--- config.mk ---
export PLATFORM = sky130hd
export DESIGN_NAME = serial_byte_adder
export DESIGN_NICKNAME = d
export VERILOG_FILES = /design/src/rtl/serial_byte_adder.sv
export SDC_FILE = /design/constraint.sdc
export NUM_CORES = 1
export LEC_CHECK = 0
export ABC_AREA = 1
export BUFFER_PORTS_ARGS = -buffer_cell sky130_fd_sc_hd__buf_4
export CORE_AREA = 2 2 59 47
export DETAILED_ROUTE_END_ITERATION = 8
export DIE_AREA = 0 0 61 49
export GPL_TIMING_DRIVEN = 0
export PLACE_DENSITY = 0.71
export SETUP_SLACK_MARGIN = 0.15
export SYNTH_ARGS = -nofsm -noshare
export SYNTH_HDL_FRONTEND = slang
export SYNTH_SLANG_ARGS = --single-unit
--- constraint.sdc ---
create_clock -name clk -period 4.2 [get_ports clk]
set_input_delay 0.84 -clock clk [delete_from_list [all_inputs] [get_ports clk]]
set_output_delay 0.84 -clock clk [all_outputs]
set_load 0.03 [all_outputs]
--- src/rtl/serial_byte_adder.sv ---
// serial_byte_adder: byte-serial wide adder built around one 8-bit ripple-carry
// adder. Operands arrive LSB byte first on a valid/ready stream. The carry is
// chained between beats, and sum bytes leave through a 1-deep output register.
// Optional feature macro: SERIAL_ADDER_SUB_EN adds the in_sub port (A-B mode).

// bitripple: plain 8-bit ripple-carry adder, one full adder per bit.
module bitripple (
   input  logic [7:0] a,
   input  logic [7:0] b,
   input  logic       cin,
   output logic [7:0] sum,
   output logic       cout
);
   logic [8:0] c;

   assign c[0] = cin;

   for (genvar i = 0; i < 8; i++) begin : g_fa
      assign sum[i]  = a[i] ^ b[i] ^ c[i];
      assign c[i+1]  = (a[i] & b[i]) | (c[i] & (a[i] ^ b[i]));
   end

   assign cout = c[8];
endmodule

module serial_byte_adder #(
   parameter int MAX_BYTES = 16,
   parameter int CNT_W     = 5
) (
   input  logic       clk,
   input  logic       rst,
   input  logic       in_valid,
   output logic       in_ready,
   input  logic [7:0] in_a,
   input  logic [7:0] in_b,
   input  logic       in_last,
   input  logic       in_cin,
`ifdef SERIAL_ADDER_SUB_EN
   input  logic       in_sub,
`endif
   output logic       out_valid,
   input  logic       out_ready,
   output logic [7:0] out_sum,
   output logic       out_last,
   output logic       out_cout,
   output logic       out_err
);
   typedef enum logic {FIRST = 1'b0, RUN = 1'b1} state_t;

   localparam logic [CNT_W-1:0] LAST_CNT = CNT_W'(MAX_BYTES - 1);
   localparam logic             ONE_BYTE = (MAX_BYTES == 1);

   state_t           state_q, state_d;
   logic             carry_q;
   logic [CNT_W-1:0] byte_cnt;
   logic             accept;
   logic             overflow;
   logic             last_eff;
   logic [7:0]       adder_b;
   logic             adder_cin;
   logic [7:0]       adder_sum;
   logic             adder_cout;
`ifdef SERIAL_ADDER_SUB_EN
   logic             sub_q;
   logic             sub_eff;
`endif

   assign in_ready = !out_valid | out_ready;
   assign accept   = in_valid & in_ready;
   assign last_eff = in_last | overflow;

   bitripple u_adder (
      .a    (in_a),
      .b    (adder_b),
      .cin  (adder_cin),
      .sum  (adder_sum),
      .cout (adder_cout)
   );

   // Next state, adder operand/carry selection and overflow detection.
   always_comb begin
      state_d   = state_q;
      adder_b   = in_b;
      adder_cin = carry_q;
      overflow  = 1'b0;
`ifdef SERIAL_ADDER_SUB_EN
      // Subtract mode is latched on the first beat so mid-operand changes are ignored.
      sub_eff = (state_q == FIRST) ? in_sub : sub_q;
      if (sub_eff) adder_b = ~in_b;
`endif
      if (state_q == FIRST) begin
`ifdef SERIAL_ADDER_SUB_EN
         adder_cin = sub_eff ? 1'b1 : in_cin;
`else
         adder_cin = in_cin;
`endif
         overflow = ONE_BYTE & !in_last;
         if (accept && !last_eff) state_d = RUN;
      end else begin
         overflow = (byte_cnt == LAST_CNT) & !in_last;
         if (accept && last_eff) state_d = FIRST;
      end
   end

   // State, carry chain and byte counter; all hold when no beat is accepted.
   always_ff @(posedge clk) begin
      if (rst) begin
         state_q  <= FIRST;
         carry_q  <= 1'b0;
         byte_cnt <= '0;
`ifdef SERIAL_ADDER_SUB_EN
         sub_q    <= 1'b0;
`endif
      end else if (accept) begin
         state_q  <= state_d;
         carry_q  <= adder_cout;
         byte_cnt <= (state_q == FIRST) ? CNT_W'(1) : byte_cnt + CNT_W'(1);
`ifdef SERIAL_ADDER_SUB_EN
         sub_q    <= sub_eff;
`endif
      end
   end

   // 1-deep output register: load on accept, drain on delivery, hold otherwise.
   always_ff @(posedge clk) begin
      if (rst) begin
         out_valid <= 1'b0;
         out_sum   <= 8'h00;
         out_last  <= 1'b0;
         out_cout  <= 1'b0;
         out_err   <= 1'b0;
      end else if (accept) begin
         out_valid <= 1'b1;
         out_sum   <= adder_sum;
         out_last  <= last_eff;
         out_cout  <= last_eff & adder_cout;
         out_err   <= overflow;
      end else if (out_ready) begin
         out_valid <= 1'b0;
      end
   end
endmodule
==> results of run 1 <==
[stage by stage]
step	hold WS (ps)	instances
after detailed placement	456	193
after CTS	473	197
after global routing	487	197
after floorplan	438	123
after global placement	454	193
final	472	197
[power by group through the flow]
stage	clock network, uW	registers, uW	logic [uW]
final	90.3	202	113
after global routing	99.3	204	127
after CTS	92.2	202	114
after detailed placement	0	206	114
after global placement	0	205	110
after floorplan	0	224	47.8
[path summary, 6_finish.rpt]
kind | endpoint | depth (start not counted) | start | slack (ps)
max | out_sum[7] | 17 | in_cin | 290
min | carry_q | 2 | carry_q | 470
max reg2reg | out_sum[7] | 17 | register | 400
min reg2reg | carry_q | 2 | carry_q | 470
[worst max-delay path: stages]
cell     delay (ps)
buf_4           110
nand2_1          50
nand2_1          70
fa_2            340
fa_2            350
fa_2            350
fa_2            340
fa_1            360
inv_1            80
fa_1            160
inv_1            50
fa_1            350
inv_1            80
fa_1            400
nand2_1          70
nand2_1          40
nor2_1          100
[state kept, by name (all words and copies together) (netlist names), named ones only]
signal     flops
out_sum        8
byte_cnt       5
carry_q        1
out_cout       1
out_err        1
out_last       1
out_valid      1
[cells in the mapped netlist]
cell type / instances
nand2_1: 25
nor2_1: 23
dfxtp_1: 19
inv_1: 15
a21oi_1: 8
fa_1: 8
o21ai_0: 8
nand3_1: 4
buf_6: 3
ha_1: 2
nand2_2: 2
nand3_2: 2
a21oi_4: 1
and3_1: 1
clkbuf_1: 1
inv_2: 1
[metal layers]
metal / global-route usage [%] / routed length [um] / part of all wire (%) / up-vias
met5: 0 / 0 / 0 / -
met4: 4.35 / 11 / 0.53 / 0
met3: 1.86 / 99 / 4.7 / 2
met2: 25.4 / 1030 / 50 / 24
met1: 20.2 / 941 / 45 / 408
li1: - / - / - / 452
[cells by family after synthesis]
group                      Yosys count  synth area share (%)
adders and majority gates           10                  18.5
DFF                                 19                  38.1
AOI/OAI and AO/OA                   17                  9.65
buffers and inverters               20                  9.77
and+or+nand+nor                     57                  23.9
[final cells by class]
class | instances | area [um2]
Tap cell | 36 | 45.0
Multi-Input combinational cell | 84 | 531
Timing Repair Buffer | 34 | 255
Buffer | 4 | 37.5
Fill cell | 256 | 1130
Clock inverter | 1 | 5.00
Clock buffer | 3 | 22.5
Sequential cell | 19 | 380
Inverter | 16 | 60.1
[timing repair]
| item | CTS | global route |
|---|---|---|
| resized for setup | 0 | 2 |
| hold buffers | 0 | 0 |
| setup endpoints to repair | 0 | 1 |
==> impl_metrics.tcl, run 1 <==
set metrics [dict create \
    status "completed" \
    diodes 0 \
    cp-end-kind "register" \
    cts_tree "yes" \
    ir_drop_mv 0.142 \
    clk_pin_slew_ps 110 \
    cts-root-buf "clkbuf_4" \
    place_worst_setup_slack_ps -157 \
    grt_pass1_wl_mm 3.52 \
    cts_inserted_buffers 3 \
    required_ps 4440 \
    skew_ps 1.13 \
    drv_slew 0 \
    stdcell_area_um2 1340 \
    ant_nets 0 \
    grt_start_max_net_pins 12 \
    hold_violations 0 \
    final_core_util_pct 54.3 \
    wl_per_cell_um 10.6 \
    synth_seq_cells 19 \
    synth_top_area_share_pct 38.1 \
    drc 0 \
    clock_path_buffers 2 \
    cp.arrival_ps 4150 \
    ys_seq_area_share_pct 38.1 \
    row_count 16 \
    crit_fanout 1 \
    vias 886 \
    hp-class "register to register" \
    postSynthNetCount 155 \
    crit_type "input port to register" \
    synth.area.top_cells "dfxtp_1 (38%), fa_1 (16%), nand2_1 (9.4%)" \
    htree_num_levels 1 \
    clk_latency_ps 290 \
    setup_viol 0 \
    netSwitchingPower_uw 127 \
    fp.dieW_um 61 \
    leakage_uw 0.000646 \
    fmax_mhz 256 \
    fin_crit_sh_pct 93.1 \
    pwr_density_cell_nw_per_um2 303 \
    grt.overflow.total 0 \
    combPwrFrac_pct 27.8 \
    p_total_uw 405 \
    most-common-layout-cells "buf_4 (34), nand2_1 (25), nor2_1 (23)" \
    startpoint_type "input port" \
    viasPerCell 4.50 \
    post_dp_cell_area_um2 1300 \
    max_cap_violations 0 \
    pwr-share-seq_pct 49.9 \
    final_nets 194 \
    mostFrequentLayoutCell "buf_4" \
    grt_pass1_vias 883 \
    layout_setup_ws_ps 288 \
    io-pin-count 35 \
    synth_area_leader_cell "dfxtp_1" \
    slew_headroom_pct 74.2 \
    grt_antenna_before_repair 0 \
    routed_wl_mm 2.09 \
    area_delta_synth_final_pct 33.8 \
    io_buffers 34 \
    tns_ps 0 \
    synth.distinct_cells 16 \
    initial_core_util_pct 40.5 \
    yosys_warnings 0 \
    cts_setup_buffers 0 \
    dieArea_um2 2990 \
    coreArea_um2 2460 \
    die_h_um 49 \
    syn_inst 123 \
    layout-drive-gt1-share_pct 31.7 \
    clkSinkCount 19 \
    period_minus_slack_ps 3910 \
    avgSynthCellArea_um2 8.12 \
    dp_hpwl_mm 1.71 \
    clockPowerShare_pct 22.3 \
    dr.first_iter.drc_count 16 \
    grt_util_all_layers_pct 15.2 \
    swShare_pct 31.3 \
    p_int_uw 278 \
    place_congestion 0.733 \
    dr.pass1.iters 4 \
    netlist_area_um2 998 \
    tightest_slew_ps 387 \
    rsz0062_at_grt "true" \
]
Note: power is estimated with default switching activity, not from simulation.
==> run 2: changes to the inputs <==
--- a/config.mk
+++ b/config.mk
@@ -11,8 +11,9 @@
 export DETAILED_ROUTE_END_ITERATION = 8
 export DIE_AREA = 0 0 61 49
 export GPL_TIMING_DRIVEN = 0
-export PLACE_DENSITY = 0.71
+export PLACE_DENSITY = 0.7
 export SETUP_SLACK_MARGIN = 0.15
 export SYNTH_ARGS = -nofsm -noshare
 export SYNTH_HDL_FRONTEND = slang
+export SYNTH_HIERARCHICAL = 1
 export SYNTH_SLANG_ARGS = --single-unit
==> impl_metrics.tcl, run 2 <==
set metrics [dict create \
    status "completed" \
    crit_fanout 1 \
    clk_latency_ps 310 \
    combPwrFrac_pct 27.7 \
    leakage_uw 0.000646 \
    dieArea_um2 2990 \
    ys_seq_area_share_pct 38.8 \
    routed_wl_mm 2.09 \
    final_nets 194 \
    die_h_um 49 \
    ir_drop_mv 0.146 \
    fin_crit_sh_pct 92.2 \
    clk_pin_slew_ps 100 \
    slew_headroom_pct 77.2 \
    crit_chain "buf_4 > nand2_1 > nand2_1 > fa_1 > inv_1 > fa_1 > inv_1 > fa_2 > fa_2 > fa_2 > fa_2 > fa_2 > inv_1 > fa_1 > inv_1 > o21ai_0 > nor2_1" \
    max_cap_violations 0 \
    cts-root-buf "clkbuf_4" \
    grt_pass1_vias 877 \
    rsz0062_at_grt "false" \
    netlist_top_cells_count "nor2_1 (24), nand2_1 (22), dfxtp_1 (19)" \
    clkSinkCount 19 \
    cts_inserted_buffers 3 \
    crit_slowest_cell "fa_1" \
    grt_start_max_net_pins 12 \
    cts_hold_buf 0 \
    p_int_uw 279 \
    area_delta_synth_final_pct 34.7 \
    ant_nets 0 \
    crit_type "input port to register" \
    dr.pass1.iters 4 \
    regMostFlops "out_sum" \
    netlist_area_um2 980 \
    largest_reg_flops 8 \
    coreArea_um2 2460 \
    fmax_mhz 258 \
    synth_top_area_share_pct 38.8 \
    synth-edff-count 0 \
    netSwitchingPower_uw 132 \
    dp_hpwl_mm 1.70 \
    pwr-share-seq_pct 49.2 \
    highest_layer "met4" \
    cp.arrival_ps 4120 \
    clock_path_buffers 2 \
    yosys_warnings 6 \
    hp-class "register to register" \
    most-common-layout-cells "buf_4 (34), nor2_1 (24), nand2_1 (22)" \
    period_minus_slack_ps 3870 \
    grt.overflow.total 0 \
    synth_seq_cells 19 \
    cp-end-kind "register" \
    avgSynthCellArea_um2 7.96 \
    ys.flop_type "dfxtp_1" \
    skew_ps 13.5 \
    grt_pass1_wl_mm 3.57 \
    initial_core_util_pct 39.8 \
    swShare_pct 32.1 \
    cts_tree "yes" \
    critPathBufInv 5 \
    postSynthNetCount 155 \
    grt_util_all_layers_pct 15.8 \
    max_stage_delay_ps 400 \
    stdcell_area_um2 1320 \
    mostFrequentLayoutCell "buf_4" \
    fp.dieW_um 61 \
    io-pin-count 35 \
    synth_area_leader_cell "dfxtp_1" \
    wl_met1_um 978 \
    tns_ps 0 \
    p_total_uw 411 \
    drc 0 \
    path_common_cell "fa_2" \
    synthArstFlopShare_pct 0 \
    htree_num_levels 1 \
    dr.first_iter.drc_count 30 \
    grt_antenna_before_repair 0 \
    tightest_slew_ps 342 \
    wl_per_cell_um 10.6 \
    startpoint_type "input port" \
    critPathTopFamily "adder cells" \
    required_ps 4440 \
    nFillCells 260 \
    yosysMostFrequentCell "nor2_1" \
    row_count 16 \
    setup_viol 0 \
    hold_violations 0 \
    io_buffers 34 \
    vias 868 \
    synth.area.top_cells "dfxtp_1 (39%), fa_1 (16%), nor2_1 (9.2%)" \
    pwr_density_cell_nw_per_um2 311 \
    place_congestion 0.790 \
    largestRegisters "out_sum: 8 flops, byte_cnt: 5 flops" \
    layout-drive-gt1-share_pct 29.8 \
    wl_met3_um 123 \
    post_dp_cell_area_um2 1280 \
    syn_inst 123 \
    drv_slew 0 \
    viasPerCell 4.41 \
    dr_wl_met2_um 962 \
    synth.distinct_cells 15 \
    clockPowerShare_pct 23.1 \
    diodes 0 \
]
-- run 2: stage by stage --
| step | utilization (%) | setup WS, ps | cells | hold slack, ps |
|---|---|---|---|---|
| 2_1_floorplan | - | 157 | 123 | 438 |
| 3_3_place_gp | 52.2 | -79.4 | 193 | 453 |
| 3_5_place_dp | 52.2 | -154 | 193 | 459 |
| 4_1_cts | 53.3 | 174 | 197 | 477 |
| 5_1_grt | 53.6 | 182 | 197 | 502 |
| 6_report | 53.6 | 326 | 197 | 479 |
-- run 2: logic make-up (layout without fill, tap and decap cells) --
kind of cell / count (synthesis) / in the layout / synth area share (%)
AND/OR/NAND/NOR: 53 / 53 / 21.5
buffers and inverters: 22 / 60 / 9.96
AO/OA/AOI/OAI: 19 / 19 / 10.9
flip-flops: 19 / 19 / 38.8
adder cells (fa/ha/maj): 10 / 10 / 18.9
-- run 2: worst min-delay path, stage by stage, from the launching register on --
cell     delay (ps)
dfxtp_1         330
nand2_1          60
a21oi_1          50
-- run 2: worst paths after layout --
kind            start          to  slack [ps]  depth (start not counted)
min reg2reg   carry_q     carry_q         480                          2
min           carry_q     carry_q         480                          2
max            in_cin  out_sum[7]         330                         17
max reg2reg  register  out_sum[7]         480                         17
-- run 2: repair_timing --
| item | CTS | global route |
|---|---|---|
| gates resized for setup | 0 | 3 |
| setup buffers | 0 | 0 |
| endpoints found under the setup margin | 0 | 1 |
-- run 2: metal layers --
layer	up-vias	global-route usage, %
met5	-	0
met4	0	5.43
met3	4	3.18
met2	27	25.3
met1	386	21.0
li1	451	-
-- run 2: power groups by stage --
stage          combinational, uW  sequential [uW]  clock, uW
3_3_place_gp                 110              205          0
5_1_grt                      128              204        107
6_report                     114              202       94.9
2_1_floorplan               46.8              225          0
4_1_cts                      115              202       98.3
3_5_place_dp                 114              206          0
-- run 2: area by class of cell --
| cell class | instances | area, um2 | area share, % |
|---|---|---|---|
| multi-input combinational | 82 | 514 | 39.0 |
| sequential | 19 | 380 | 28.8 |
| timing repair buffer | 34 | 255 | 19.3 |
| inverter | 19 | 71.3 | 5.40 |
| tap | 36 | 45.0 | 3.41 |
| buffer | 3 | 26.3 | 1.99 |
| clock buffer | 3 | 22.5 | 1.71 |
| clock inverter | 1 | 5.00 | 0.379 |
==> run 3: changes to the inputs <==
--- a/config.mk
+++ b/config.mk
@@ -12,8 +12,9 @@
 export DIE_AREA = 0 0 61 49
 export GPL_TIMING_DRIVEN = 0
 export PLACE_DENSITY = 0.7
-export SETUP_SLACK_MARGIN = 0.15
+export SETUP_SLACK_MARGIN = 0.3
 export SYNTH_ARGS = -nofsm -noshare
 export SYNTH_HDL_FRONTEND = slang
 export SYNTH_HIERARCHICAL = 1
 export SYNTH_SLANG_ARGS = --single-unit
+export TNS_END_PERCENT = 10
==> constraint.sdc (replaced) <==
create_clock -name clk -period 4.2 [get_ports clk]
set_input_delay 0 -clock clk [delete_from_list [all_inputs] [get_ports clk]]
set_output_delay 0 -clock clk [all_outputs]
set_load 0.03 [all_outputs]
==> impl_metrics.tcl, run 3 (same netlist as run 2, synthesis figures left out) <==
set metrics [dict create \
    reg2reg_depth 17 \
    crit_type "register to register" \
    hp-class "input port to register" \
    period_minus_slack_ps 3700 \
    clkSinkCount 19 \
    rrSetupSlack_ps 500 \
    path_common_cell "fa_2" \
    dr.first_iter.drc_count 12 \
    largestRegisters "out_sum: 8 flops, byte_cnt: 5 flops" \
    required_ps 4430 \
    coreArea_um2 2460 \
    io_buffers 34 \
    dp_hpwl_mm 1.67 \
    final_nets 196 \
    cp.arrival_ps 3930 \
    fin_crit_sh_pct 88.1 \
    regMostFlops "out_sum" \
    grt_start_max_net_pins 11 \
    crit_slowest_cell "fa_1" \
    p_total_uw 408 \
    layout-drive-gt1-share_pct 30.7 \
    cts-root-buf "clkbuf_4" \
    grt_antenna_before_repair 0 \
    tns_ps 0 \
    grt_util_all_layers_pct 15.1 \
    wl_per_cell_um 10.3 \
    pwr_density_cell_nw_per_um2 304 \
    setup_viol 0 \
    clk_pin_slew_ps 90 \
    rsz0062_at_grt "true" \
    nFillCells 251 \
    cp-end-kind "register" \
    startpoint_type "register" \
    drc 0 \
    skew_ps 10.5 \
    htree_num_levels 1 \
    clk_latency_ps 300 \
    ir_drop_mv 0.151 \
    routed_wl_mm 2.05 \
    dieArea_um2 2990 \
    critPathBufInv 5 \
    r2r_end "out_sum[7]" \
    critPathTopFamily "adder cells" \
    fp.dieW_um 61 \
    slew_headroom_pct 75.2 \
    tightest_slew_ps 372 \
    status "completed" \
    initial_core_util_pct 39.8 \
    ant_nets 0 \
    cts_inserted_buffers 3 \
    largest_reg_flops 8 \
    max_cap_violations 0 \
    grt_pass1_vias 813 \
    die_h_um 49 \
    area_delta_synth_final_pct 37.0 \
    io-pin-count 35 \
    dr.pass1.iters 4 \
    row_count 16 \
    cts_tree "yes" \
    final_core_util_pct 54.5 \
    crit_fanout 4 \
    crit_chain "inv_2 > nand2_1 > nand2_2 > fa_2 > inv_1 > fa_1 > inv_1 > fa_2 > fa_2 > fa_2 > fa_2 > fa_1 > inv_1 > fa_1 > inv_1 > o21ai_0 > nor2_1" \
    grt.overflow.total 0 \
    worstSetupPathDepth 17 \
    vias 864 \
    clock_path_buffers 2 \
    leakage_uw 0.000653 \
    drv_slew 0 \
    viasPerCell 4.34 \
    most-common-layout-cells "buf_4 (34), nor2_1 (24), nand2_1 (21)" \
    diodes 0 \
    hold_violations 0 \
    mostFrequentLayoutCell "buf_4" \
    fmax_mhz 270 \
    grt_pass1_wl_mm 3.38 \
    place_congestion 0.825 \
    max_stage_delay_ps 400 \
    endpoint "out_sum[7]" \
]
run 3: worst min path at each step:
stage                  endpoint  depth (start not counted)    start  slack, ps
finish                  out_err                          4  in_last         70
global route            out_err                          4  in_last         70
CTS                     out_err                          4  in_last         60
detailed placement     out_last                          2      rst        220
global placement        carry_q                          2      rst        220
floorplan           byte_cnt[0]                          1      rst         70
run 3: power breakdown:
group	total, uW	switching [uW]	internal [uW]
logic	116	64.5	51.2
registers	202	8.32	194
clock network	90.6	53.7	37.0
run 3: stage by stage:
stage / hold WS [ps] / setup slack (ps) / area [um2] / cells
floorplan: 69.1 / 512 / 980 / 123
global placement: 217 / 328 / 1280 / 193
detailed placement: 222 / 227 / 1280 / 193
CTS: 55.9 / 303 / 1330 / 199
global route: 70.4 / 277 / 1340 / 199
finish: 65.3 / 502 / 1340 / 199
run 3: cell type report:
class | count | area [um2] | share of cell area (%)
Buffer | 3 | 26.3 | 1.96
Clock buffer | 4 | 26.3 | 1.96
Inverter | 19 | 71.3 | 5.31
Tap cell | 36 | 45.0 | 3.36
Timing Repair Buffer | 36 | 275 | 20.5
Multi-Input combinational cell | 82 | 517 | 38.5
Sequential cell | 19 | 382 | 28.4
run 3: metal layers:
| layer | vias to the layer above | global-route usage (%) | wire [um] |
|---|---|---|---|
| met3 | 2 | 4.77 | 123 |
| met1 | 379 | 18.2 | 887 |
| met4 | 0 | 4.35 | 15 |
| li1 | 456 | - | - |
| met5 | - | 0 | 0 |
| met2 | 27 | 25.3 | 1020 |
run 3: timing repair:
action | CTS | global route
hold buffers | 2 | 0
gates resized for setup | 2 | 6
endpoints found under the setup margin | 1 | 1
pin swaps | 0 | 2
setup buffers | 0 | 0
hold endpoints to repair | 5 | 0
run 3: worst reg2reg max path, stage by stage, from the launching register on:
cell and delay (ps):
dfxtp_2 370, inv_2 60, nand2_1 60, nand2_2 60
fa_2 350, inv_1 80, fa_1 170, inv_1 60
fa_2 340, fa_2 350, fa_2 340, fa_2 350
fa_1 360, inv_1 70, fa_1 400, inv_1 50
o21ai_0 80, nor2_1 110
